===== config.mk =====
export PLATFORM = sky130hd
export DESIGN_NAME = glb_weight_ctrl
export DESIGN_NICKNAME = d
export VERILOG_FILES = /design/src/rtl/glb_weight_ctrl.sv
export SDC_FILE = /design/constraint.sdc
export NUM_CORES = 1
export LEC_CHECK = 0
export BUFFER_PORTS_ARGS = -buffer_cell sky130_fd_sc_hd__buf_2
export CORE_MARGIN = 10
export CORE_UTILIZATION = 40
export CTS_BUF_LIST = sky130_fd_sc_hd__clkbuf_16
export DETAILED_ROUTE_END_ITERATION = 12
export RECOVER_POWER = 50
export SLEW_MARGIN = 25
export SYNTH_ARGS = -nofsm -noshare
export SYNTH_HDL_FRONTEND = slang
export SYNTH_SLANG_ARGS = --single-unit

===== constraint.sdc =====
create_clock -name clk -period 7.85 [get_ports clk]
set_clock_uncertainty 0.1 [all_clocks]
set_input_delay 0.785 -clock clk [delete_from_list [all_inputs] [get_ports clk]]
set_output_delay 0.785 -clock clk [all_outputs]
set_load 0.03 [all_outputs]

===== src/rtl/glb_weight_ctrl.sv =====
// glb_weight_ctrl: weight global-buffer sequencer. One start runs a full job:
// load F*K weights from the loader into the GLB, then replay them P times to
// the PE weight bus through a 2-entry skid FIFO.
//
// Ports:
//   clk, reset            clock, synchronous active-high reset
//   start, cfg_*          job start and config (F filters, K weights, P passes)
//   ld_valid/ready/data   load stream from the DMA/loader
//   glb_write_en/w_addr/w_data   GLB write port
//   glb_read_req/r_addr/r_data   GLB read port (data one cycle after request)
//   wt_valid/ready/data, wt_last_filt, wt_last   weight stream to PEs
//   busy, done, cfg_error job status
module glb_weight_ctrl #(
    parameter int DATA_BITWIDTH = 16,
    parameter int ADDR_BITWIDTH = 10,
    parameter int CNT_BITWIDTH  = 8
) (
    input  logic                     clk,
    input  logic                     reset,
    input  logic                     start,
    input  logic [CNT_BITWIDTH-1:0]  cfg_num_filters,
    input  logic [CNT_BITWIDTH-1:0]  cfg_filt_size,
    input  logic [CNT_BITWIDTH-1:0]  cfg_num_passes,
    input  logic                     ld_valid,
    output logic                     ld_ready,
    input  logic [DATA_BITWIDTH-1:0] ld_data,
    output logic                     glb_write_en,
    output logic [ADDR_BITWIDTH-1:0] glb_w_addr,
    output logic [DATA_BITWIDTH-1:0] glb_w_data,
    output logic                     glb_read_req,
    output logic [ADDR_BITWIDTH-1:0] glb_r_addr,
    input  logic [DATA_BITWIDTH-1:0] glb_r_data,
    output logic                     wt_valid,
    input  logic                     wt_ready,
    output logic [DATA_BITWIDTH-1:0] wt_data,
    output logic                     wt_last_filt,
    output logic                     wt_last,
    output logic                     busy,
    output logic                     done,
    output logic                     cfg_error
);

    localparam int PW = 2 * CNT_BITWIDTH;
    localparam logic [PW:0] CAP = {{PW{1'b0}}, 1'b1} << ADDR_BITWIDTH;

    typedef enum logic [1:0] {
        S_IDLE,
        S_LOAD,
        S_DISPATCH,
        S_DONE
    } state_t;

    state_t state_q, state_d;

    // Config latched as "minus one" values so end-of-loop tests are equalities.
    logic [CNT_BITWIDTH-1:0]  f_m1_q, f_m1_d;
    logic [CNT_BITWIDTH-1:0]  k_m1_q, k_m1_d;
    logic [CNT_BITWIDTH-1:0]  p_m1_q, p_m1_d;
    logic [PW-1:0]            n_m1_q, n_m1_d;
    logic                     cfg_error_q, cfg_error_d;

    logic [ADDR_BITWIDTH-1:0] wr_cnt_q, wr_cnt_d;

    // Read iteration: k innermost, then f, then pass p.
    logic [CNT_BITWIDTH-1:0]  rk_q, rk_d;
    logic [CNT_BITWIDTH-1:0]  rf_q, rf_d;
    logic [CNT_BITWIDTH-1:0]  rp_q, rp_d;
    logic [ADDR_BITWIDTH-1:0] rd_addr_q, rd_addr_d;
    logic                     rd_done_q, rd_done_d;

    // Tags of the read currently in flight through the GLB.
    logic                     infl_q, infl_d;
    logic                     infl_lf_q, infl_lf_d;
    logic                     infl_ls_q, infl_ls_d;

    // Skid FIFO, entry 0 is the head.
    logic [1:0]               occ_q, occ_d;
    logic [DATA_BITWIDTH-1:0] fd0_q, fd0_d, fd1_q, fd1_d;
    logic                     lf0_q, lf0_d, lf1_q, lf1_d;
    logic                     ls0_q, ls0_d, ls1_q, ls1_d;

    logic [PW-1:0]            prod;
    logic                     cfg_bad;
    logic                     wr_last;
    logic                     pop;
    logic                     push;
    logic                     issue;
    logic                     tag_lf;
    logic                     tag_ls;

    assign prod    = PW'(cfg_num_filters) * PW'(cfg_filt_size);
    assign cfg_bad = (cfg_num_filters == '0) || (cfg_filt_size == '0) ||
                     (cfg_num_passes == '0) || ({1'b0, prod} > CAP);

    assign wr_last = ({{(PW-ADDR_BITWIDTH){1'b0}}, wr_cnt_q} == n_m1_q);

    assign wt_valid = (occ_q != 2'd0);
    assign pop      = wt_valid && wt_ready;
    assign push     = infl_q;

    // Issue only if the word is guaranteed a FIFO slot when it returns.
    assign issue = (state_q == S_DISPATCH) && !rd_done_q &&
                   (({1'b0, occ_q} + {2'b0, infl_q} - {2'b0, pop}) < 3'd2);

    assign tag_lf = (rk_q == k_m1_q);
    assign tag_ls = tag_lf && (rf_q == f_m1_q) && (rp_q == p_m1_q);

    always_comb begin
        state_d     = state_q;
        f_m1_d      = f_m1_q;
        k_m1_d      = k_m1_q;
        p_m1_d      = p_m1_q;
        n_m1_d      = n_m1_q;
        cfg_error_d = cfg_error_q;
        wr_cnt_d    = wr_cnt_q;
        rk_d        = rk_q;
        rf_d        = rf_q;
        rp_d        = rp_q;
        rd_addr_d   = rd_addr_q;
        rd_done_d   = rd_done_q;

        unique case (state_q)
            S_IDLE: begin
                if (start) begin
                    f_m1_d      = cfg_num_filters - CNT_BITWIDTH'(1);
                    k_m1_d      = cfg_filt_size - CNT_BITWIDTH'(1);
                    p_m1_d      = cfg_num_passes - CNT_BITWIDTH'(1);
                    n_m1_d      = prod - PW'(1);
                    cfg_error_d = cfg_bad;
                    wr_cnt_d    = '0;
                    rk_d        = '0;
                    rf_d        = '0;
                    rp_d        = '0;
                    rd_addr_d   = '0;
                    rd_done_d   = 1'b0;
                    state_d     = cfg_bad ? S_DONE : S_LOAD;
                end
            end
            S_LOAD: begin
                if (ld_valid) begin
                    wr_cnt_d = wr_cnt_q + ADDR_BITWIDTH'(1);
                    if (wr_last) begin
                        state_d = S_DISPATCH;
                    end
                end
            end
            S_DISPATCH: begin
                if (pop && ls0_q) begin
                    state_d = S_DONE;
                end
            end
            S_DONE: begin
                state_d = S_IDLE;
            end
            default: begin
                state_d = S_IDLE;
            end
        endcase

        if (issue) begin
            if (tag_ls) begin
                rd_done_d = 1'b1;
            end
            if (tag_lf) begin
                rk_d = '0;
                if (rf_q == f_m1_q) begin
                    rf_d      = '0;
                    rp_d      = rp_q + CNT_BITWIDTH'(1);
                    rd_addr_d = '0;
                end else begin
                    rf_d      = rf_q + CNT_BITWIDTH'(1);
                    rd_addr_d = rd_addr_q + ADDR_BITWIDTH'(1);
                end
            end else begin
                rk_d      = rk_q + CNT_BITWIDTH'(1);
                rd_addr_d = rd_addr_q + ADDR_BITWIDTH'(1);
            end
        end
    end

    always_comb begin
        infl_d    = issue;
        infl_lf_d = issue ? tag_lf : infl_lf_q;
        infl_ls_d = issue ? tag_ls : infl_ls_q;
        occ_d     = occ_q;
        fd0_d     = fd0_q;
        fd1_d     = fd1_q;
        lf0_d     = lf0_q;
        lf1_d     = lf1_q;
        ls0_d     = ls0_q;
        ls1_d     = ls1_q;

        unique case ({push, pop})
            2'b10: begin
                if (occ_q == 2'd0) begin
                    fd0_d = glb_r_data;
                    lf0_d = infl_lf_q;
                    ls0_d = infl_ls_q;
                end else begin
                    fd1_d = glb_r_data;
                    lf1_d = infl_lf_q;
                    ls1_d = infl_ls_q;
                end
                occ_d = occ_q + 2'd1;
            end
            2'b01: begin
                fd0_d = fd1_q;
                lf0_d = lf1_q;
                ls0_d = ls1_q;
                occ_d = occ_q - 2'd1;
            end
            2'b11: begin
                if (occ_q == 2'd1) begin
                    fd0_d = glb_r_data;
                    lf0_d = infl_lf_q;
                    ls0_d = infl_ls_q;
                end else begin
                    fd0_d = fd1_q;
                    lf0_d = lf1_q;
                    ls0_d = ls1_q;
                    fd1_d = glb_r_data;
                    lf1_d = infl_lf_q;
                    ls1_d = infl_ls_q;
                end
            end
            default: begin
            end
        endcase
    end

    always_ff @(posedge clk) begin
        if (reset) begin
            state_q     <= S_IDLE;
            f_m1_q      <= '0;
            k_m1_q      <= '0;
            p_m1_q      <= '0;
            n_m1_q      <= '0;
            cfg_error_q <= 1'b0;
            wr_cnt_q    <= '0;
            rk_q        <= '0;
            rf_q        <= '0;
            rp_q        <= '0;
            rd_addr_q   <= '0;
            rd_done_q   <= 1'b0;
            infl_q      <= 1'b0;
            infl_lf_q   <= 1'b0;
            infl_ls_q   <= 1'b0;
            occ_q       <= '0;
            fd0_q       <= '0;
            fd1_q       <= '0;
            lf0_q       <= 1'b0;
            lf1_q       <= 1'b0;
            ls0_q       <= 1'b0;
            ls1_q       <= 1'b0;
        end else begin
            state_q     <= state_d;
            f_m1_q      <= f_m1_d;
            k_m1_q      <= k_m1_d;
            p_m1_q      <= p_m1_d;
            n_m1_q      <= n_m1_d;
            cfg_error_q <= cfg_error_d;
            wr_cnt_q    <= wr_cnt_d;
            rk_q        <= rk_d;
            rf_q        <= rf_d;
            rp_q        <= rp_d;
            rd_addr_q   <= rd_addr_d;
            rd_done_q   <= rd_done_d;
            infl_q      <= infl_d;
            infl_lf_q   <= infl_lf_d;
            infl_ls_q   <= infl_ls_d;
            occ_q       <= occ_d;
            fd0_q       <= fd0_d;
            fd1_q       <= fd1_d;
            lf0_q       <= lf0_d;
            lf1_q       <= lf1_d;
            ls0_q       <= ls0_d;
            ls1_q       <= ls1_d;
        end
    end

    assign ld_ready     = (state_q == S_LOAD);
    assign glb_write_en = (state_q == S_LOAD) && ld_valid;
    assign glb_w_addr   = wr_cnt_q;
    assign glb_w_data   = ld_data;
    assign glb_read_req = issue;
    assign glb_r_addr   = rd_addr_q;
    assign wt_data      = fd0_q;
    assign wt_last_filt = wt_valid && lf0_q;
    assign wt_last      = wt_valid && ls0_q;
    assign busy         = (state_q == S_LOAD) || (state_q == S_DISPATCH);
    assign done         = (state_q == S_DONE);
    assign cfg_error    = cfg_error_q;

endmodule


==> results.json, run 1 <==
{
  "drtPass1Iterations": 4,
  "ant_nets": 0,
  "die_h_um": 169,
  "postLayoutCoreUtil_pct": 45.4,
  "antenna_found_initial": 0,
  "nets": 1248,
  "finalSetupViolations": 0,
  "synth_area_leaders": "dfxtp_1 29%, fa_1 8.4%, ha_1 8.2%",
  "crit_type": "input pin to flip-flop",
  "hold_path_class": "flip-flop to flip-flop",
  "worstReg2RegStart": "occ_q[1]",
  "worstPathRequired_ns": 7.86,
  "yosysTopAreaCell": "dfxtp_1",
  "whs_path_depth": 2,
  "cts_tree": "done",
  "maxSlewViolCount": 95,
  "violations": "max-capacitance violations, max-slew violations",
  "cap_violations": 1,
  "synth_most_common_cell": "nor2_1",
  "numPortBuffers": 89,
  "drcViolationCount": 0,
  "ys.flop_type": "dfxtp_1",
  "start_kind": "input pin",
  "placed_cells": 1353,
  "wl_um": 20300,
  "setup_slack_ns": 2.09,
  "core_um2": 21800,
  "post_cts_buffers": 0,
  "cts.clk_slew.worst_paths_ns": 0.06,
  "seq_area_frac_synth_pct": 29.2,
  "vdd_drop_max_uv": 149,
  "synth_edf_count": 0,
  "ctsLongestPathBuffers": 2,
  "htreeDepth": 4,
  "rrSetupSlack_ns": 3.94,
  "post_cts_resized": 0,
  "fin_crit_sh_pct": 73.4,
  "ios": 122,
  "stdcell_count": 1386,
  "outcome": "finished, violations left",
  "timing.rr.end": "rp_q[2]",
  "clock_sinks": 129,
  "dieArea_um2": 28500,
  "worst_hold_path.endpoint": "rd_done_q",
  "dpl.hpwl_um": 15400,
  "synth-seq-cells": 129,
  "yosys_warnings": 0,
  "gp_congestion": 0.824,
  "fmax_ghz": 0.174,
  "cts-root-buf": "clkbuf_16",
  "rsz0062_at_grt": "no",
  "cellPowerDensity_nw_per_um2": 309,
  "grt_use_total_pct": 14.1,
  "fin_total_pwr_uw": 3050,
  "synthDistinctLibCells": 60,
  "syn_inst": 1049,
  "holdBufCountCts": 0,
  "leakage_uw": 0.00390,
  "rr_worst_depth": 14,
  "dp_slack_ns": 1.76,
  "initial_core_util_pct": 40.6,
  "slew_headroom_pct": -179,
  "avgSynthCellArea_um2": 8.43,
  "worstPathArrival_ns": 5.77,
  "drive_gt1_share_pct": 9.05,
  "area_growth_syn_to_layout_pct": 11.6,
  "viasPerCell": 5.14,
  "critPathMaxFanout": 10,
  "die_x_um": 169,
  "tightest_slew_ns": 4.19,
  "gr-total-overflow": 0,
  "ys_async_sr_fraction_pct": 0,
  "rows": 54,
  "grt_first_pass_wirelength_um": 33700,
  "min_from": "rd_done_q",
  "synth_common_cells": "132 x nor2_1, 129 x dfxtp_1, 73 x inv_1",
  "nFillCells": 2193,
  "synth_nets": 1205,
  "post_drt_wl_per_cell_um": 14.7,
  "hold_viol_final": 0,
  "critical_path.endpoint_type": "flip-flop",
  "cts_inserted_buffers": 17,
  "period_needed_ns": 5.76,
  "syn_area_um2": 8840,
  "insertion_delay_ns": 0.43,
  "yosysTopAreaCellShare_pct": 29.2,
  "setup_tns_ns": 0,
  "drtIter0Drc": 531,
  "vias": 7127,
  "grt_pass1_vias": 6681,
  "grt_max_degree": 95
}
## flip-flops by register name, indices dropped and copies added (netlist names), 8 cells and up
| signal | count |
|---|---|
| f_m1_q | 8 |
| fd1_q | 16 |
| glb_r_addr | 10 |
| glb_w_addr | 10 |
| k_m1_q | 8 |
| n_m1_q | 16 |
| p_m1_q | 8 |
| rf_q | 8 |
| rk_q | 8 |
| rp_q | 8 |
| wt_data | 16 |
## critical path, stage by stage
cell	delay (ns)
buf_2	0.19
nand2_1	0.11
fa_1	0.53
fa_1	0.55
inv_1	0.06
fa_1	0.53
inv_1	0.05
fa_1	0.52
inv_1	0.04
ha_1	0.36
a21o_1	0.22
a221oi_4	0.37
o21ai_1	0.14
a2111oi_0	0.46
a311oi_2	0.17
nor4_1	0.54
a211oi_1	0.14
## layer usage
layer	track usage (%)	wire length [µm]	up-vias
met3	2.94	797	23
li1	-	-	3699
met2	23.1	9860	98
met4	5.30	401	0
met5	0	0	-
met1	17.7	9270	3307
## cells in the final DEF, fill, tap and decap left out, types with 8 or more instances in the layout
cell type | synthesis | final
a211oi_1 | 52 | 52
a21oi_1 | 51 | 50
a22oi_1 | 23 | 23
a311oi_1 | 10 | 10
and2_1 | 50 | 49
and3_1 | 20 | 20
buf_2 | 1 | 45
clkbuf_1 | 47 | 45
clkbuf_16 | 0 | 17
dfxtp_1 | 129 | 129
fa_1 | 37 | 37
ha_1 | 58 | 58
inv_1 | 73 | 73
mux2i_1 | 20 | 20
nand2_1 | 50 | 50
nand2b_1 | 9 | 9
nand3_1 | 18 | 18
nand4_1 | 14 | 14
nor2_1 | 132 | 132
nor2b_1 | 10 | 10
nor3_1 | 11 | 11
nor3b_1 | 8 | 8
o21ai_0 | 37 | 37
or3_1 | 16 | 16
xnor2_1 | 57 | 57
xor2_1 | 17 | 17
## stage by stage
| stage | instance area [µm²] | hold slack, ns |
|---|---|---|
| after floorplan | 8840 | 0.331 |
| after detailed placement | 9360 | 0.356 |
| after global routing | 9870 | 0.393 |
| after CTS | 9930 | 0.365 |
| final | 9870 | 0.360 |
| after global placement | 9360 | 0.345 |
## cell families (layout without fill, tap and decap cells)
| family | after synthesis | count (layout) | synth area share, % |
|---|---|---|---|
| AOI/OAI and AO/OA | 211 | 211 | 16.0 |
| xor gates and xnor gates | 74 | 74 | 7.33 |
| adders and majority gates | 95 | 95 | 16.6 |
| buffers and inverters | 145 | 201 | 6.93 |
| DFF | 129 | 129 | 29.2 |
| muxes | 20 | 20 | 2.26 |
| other | 0 | 1 | 0 |
| and+or+nand+nor | 375 | 375 | 21.7 |
## report_power, final
part	internal (µW)	switching [µW]	total [µW]
Combinational	529	886	1420
Sequential	788	85.1	873
Clock	420	338	758
## final cells by class
type / instances / area, µm² / area share [%]
Multi-Input combinational cell: 775 / 5660 / 57.3
Sequential cell: 129 / 2580 / 26.2
Timing Repair Buffer: 95 / 432 / 4.37
Clock buffer: 17 / 425 / 4.31
Tap cell: 280 / 350 / 3.55
Inverter: 74 / 278 / 2.81
Clock inverter: 15 / 141 / 1.43
Antenna cell: 1 / 2.50 / 0.0254
## worst max path at each step
stage	start	end	slack, ns
2_1_floorplan	cfg_filt_size[7]	n_m1_q[14]	2.05
5_1_grt	cfg_filt_size[7]	cfg_error	1.76
4_1_cts	cfg_filt_size[7]	n_m1_q[14]	2.18
3_5_place_dp	cfg_filt_size[7]	n_m1_q[14]	1.76
6_report	cfg_filt_size[7]	cfg_error	2.09
3_3_place_gp	cfg_filt_size[7]	state_q[1]	1.88
Note: power is estimated with default switching activity, not from simulation.
==> run 2: changes to the inputs <==
Clock period 7.85 ns to 4.9 ns, I/O delays scaled along.
==> run 2 against run 1 <==
Net effect: critical path depth decreased by 1; hold slack lost 0.17 ns; core utilization rose by 4.3 points; routed wire length is 1.5% higher; the flow now finishes without violations; highest routed layer unchanged; global-route usage increased by 0.24 points; sequential share of layout area fell by 2.3 points; critical path type unchanged; via count grew 5.8%; register-to-register slack worse by 2.9 ns; sequential power increased by 60%.
==> results.json, run 2 (synthesis results as in run 1) <==
{
  "wl_um": 20600,
  "drcViolationCount": 0,
  "hold_path_class": "input pin to flip-flop",
  "vdd_drop_max_uv": 260,
  "maxSlewViolCount": 0,
  "insertion_delay_ns": 0.42,
  "rrSetupSlack_ns": 1.06,
  "setup_slack_ns": 0.0666,
  "dp_slack_ns": -0.453,
  "fin_crit_sh_pct": 98.6,
  "slew_headroom_pct": 48.0,
  "stdcell_count": 1458,
  "holdWs_ns": 0.189,
  "htreeDepth": 4,
  "nFillCells": 2165,
  "drtPass1Iterations": 5,
  "min_from": "cfg_num_passes[0]",
  "worst_hold_path.endpoint": "p_m1_q[0]",
  "period_needed_ns": 4.83,
  "die_x_um": 169,
  "cts-root-buf": "clkbuf_16",
  "ctsLongestPathBuffers": 2,
  "postLayoutCoreUtil_pct": 49.7,
  "clock_sinks": 129,
  "rsz0062_at_grt": "yes",
  "holdBufCountCts": 0,
  "whs_path_depth": 2,
  "nets": 1321,
  "path_common_cell": "fa_1",
  "critPathMaxFanout": 8,
  "cap_violations": 0,
  "grt_use_total_pct": 14.3,
  "die_h_um": 169,
  "ff_latch_area_um2": 2580,
  "gr-total-overflow": 0,
  "dpl.hpwl_um": 15700,
  "gp_congestion": 0.787,
  "placed_cells": 1418,
  "ios": 122,
  "drive_gt1_share_pct": 18.7,
  "cp_top_family": "adder cells",
  "path_cells": "buf_8 > and2_4 > fa_1 > fa_1 > fa_1 > inv_2 > fa_1 > inv_2 > ha_4 > and3_4 > a221oi_4 > o21ai_2 > a2111oi_4 > a311oi_4 > or4_4 > a311oi_2",
  "initial_core_util_pct": 40.6,
  "antenna_found_initial": 0,
  "multi_input_comb_area_um2": 5940,
  "rows": 54,
  "mostFrequentLayoutCells": "132 x nor2_1, 129 x dfxtp_1, 78 x buf_4",
  "hold_viol_final": 0,
  "critical_path.endpoint_type": "flip-flop",
  "timing.rr.end": "rd_done_q",
  "cts_inserted_buffers": 17,
  "cellPowerDensity_nw_per_um2": 525,
  "worstPathArrival_ns": 5.06,
  "finalSetupViolations": 0,
  "worstPathRequired_ns": 5.12,
  "core_um2": 21800,
  "grt_first_pass_wirelength_um": 34800,
  "place_area_um2": 9960,
  "slowest_delay_ns": 0.57,
  "leakage_uw": 0.00434,
  "outcome": "completed",
  "cp_slowest_cell": "fa_1",
  "tightest_slew_ns": 0.778,
  "cts.clk_slew.worst_paths_ns": 0.06,
  "path_buf_inv": 3,
  "crit_type": "input pin to flip-flop",
  "area_growth_syn_to_layout_pct": 22.2,
  "grt_pass1_vias": 7165,
  "layout_commonest_cell": "nor2_1",
  "viasPerCell": 5.17,
  "fmax_ghz": 0.207,
  "rr_worst_depth": 15,
  "start_kind": "input pin",
  "post_drt_wl_per_cell_um": 14.1,
  "ant_nets": 0,
  "numPortBuffers": 89,
  "cts_tree": "done",
  "grt_max_degree": 76,
  "antenna_cells": 0,
  "stdcell_area_um2": 10800,
  "worstReg2RegStart": "occ_q[1]",
  "drtIter0Drc": 389,
  "vias": 7540,
  "dieArea_um2": 28500
}
## run 2: cell count changes in the layout (fill, tap and decap cells not counted), moves of 4 or more
cell,previous run,this run
buf_4,5,78
buf_2,45,32
buf_6,0,10
and2_1,49,41
and2_4,0,8
inv_1,73,66
inv_2,0,7
nand2_1,50,44
ha_1,58,53
ha_4,0,5
inv_8,5,0
nand2_2,0,5
inv_6,5,9
## run 2: power by group
part / switching (µW) / leakage (µW) / internal, µW
Clock: 502 / 0.000282 / 711
Combinational: 1670 / 0.00301 / 1400
Sequential: 135 / 0.00105 / 1260
## run 2: timing repair
item | CTS | global route
endpoints found under the setup margin | 1 | 7
cloned | 0 | 0
resized for setup | 0 | 73
pin swaps | 0 | 32
buffers inserted | 0 | 8
## run 2: worst max-delay path by stage
stage / end / from / slack, ns / cells after the start
5_1_grt: n_m1_q[14] / cfg_filt_size[2] / -0.11 / 17
6_report: n_m1_q[14] / cfg_filt_size[6] / 0.07 / 16
2_1_floorplan: n_m1_q[14] / cfg_num_filters[3] / -0.21 / 16
4_1_cts: n_m1_q[14] / cfg_num_filters[2] / -0.02 / 17
3_3_place_gp: state_q[1] / cfg_num_filters[2] / -0.35 / 18
3_5_place_dp: n_m1_q[14] / cfg_num_filters[2] / -0.45 / 17
## run 2: cell type report
type / instances / area share (%)
clock inverters: 15 / 1.33
inverters: 74 / 2.57
flip-flops and latches: 129 / 23.9
clock buffers: 17 / 3.94
repair buffers: 168 / 10.1
multi-input cells: 775 / 54.9
well taps: 280 / 3.24
## run 2: layer usage
metal	GRT usage [%]	vias to the layer above	share of wire, %
li1	-	3847	-
met1	19.0	3565	47
met2	22.9	110	48
met3	2.69	18	3.8
met4	4.81	0	1.1
met5	0	-	0
## run 2: per-stage QoR
stage | total power, µW | TNS [ns]
after floorplan | 3360 | -0.342
after global placement | 4180 | -2.10
after detailed placement | 4220 | -2.84
after CTS | 5460 | -0.0182
after global routing | 6120 | -0.270
final | 5680 | 0
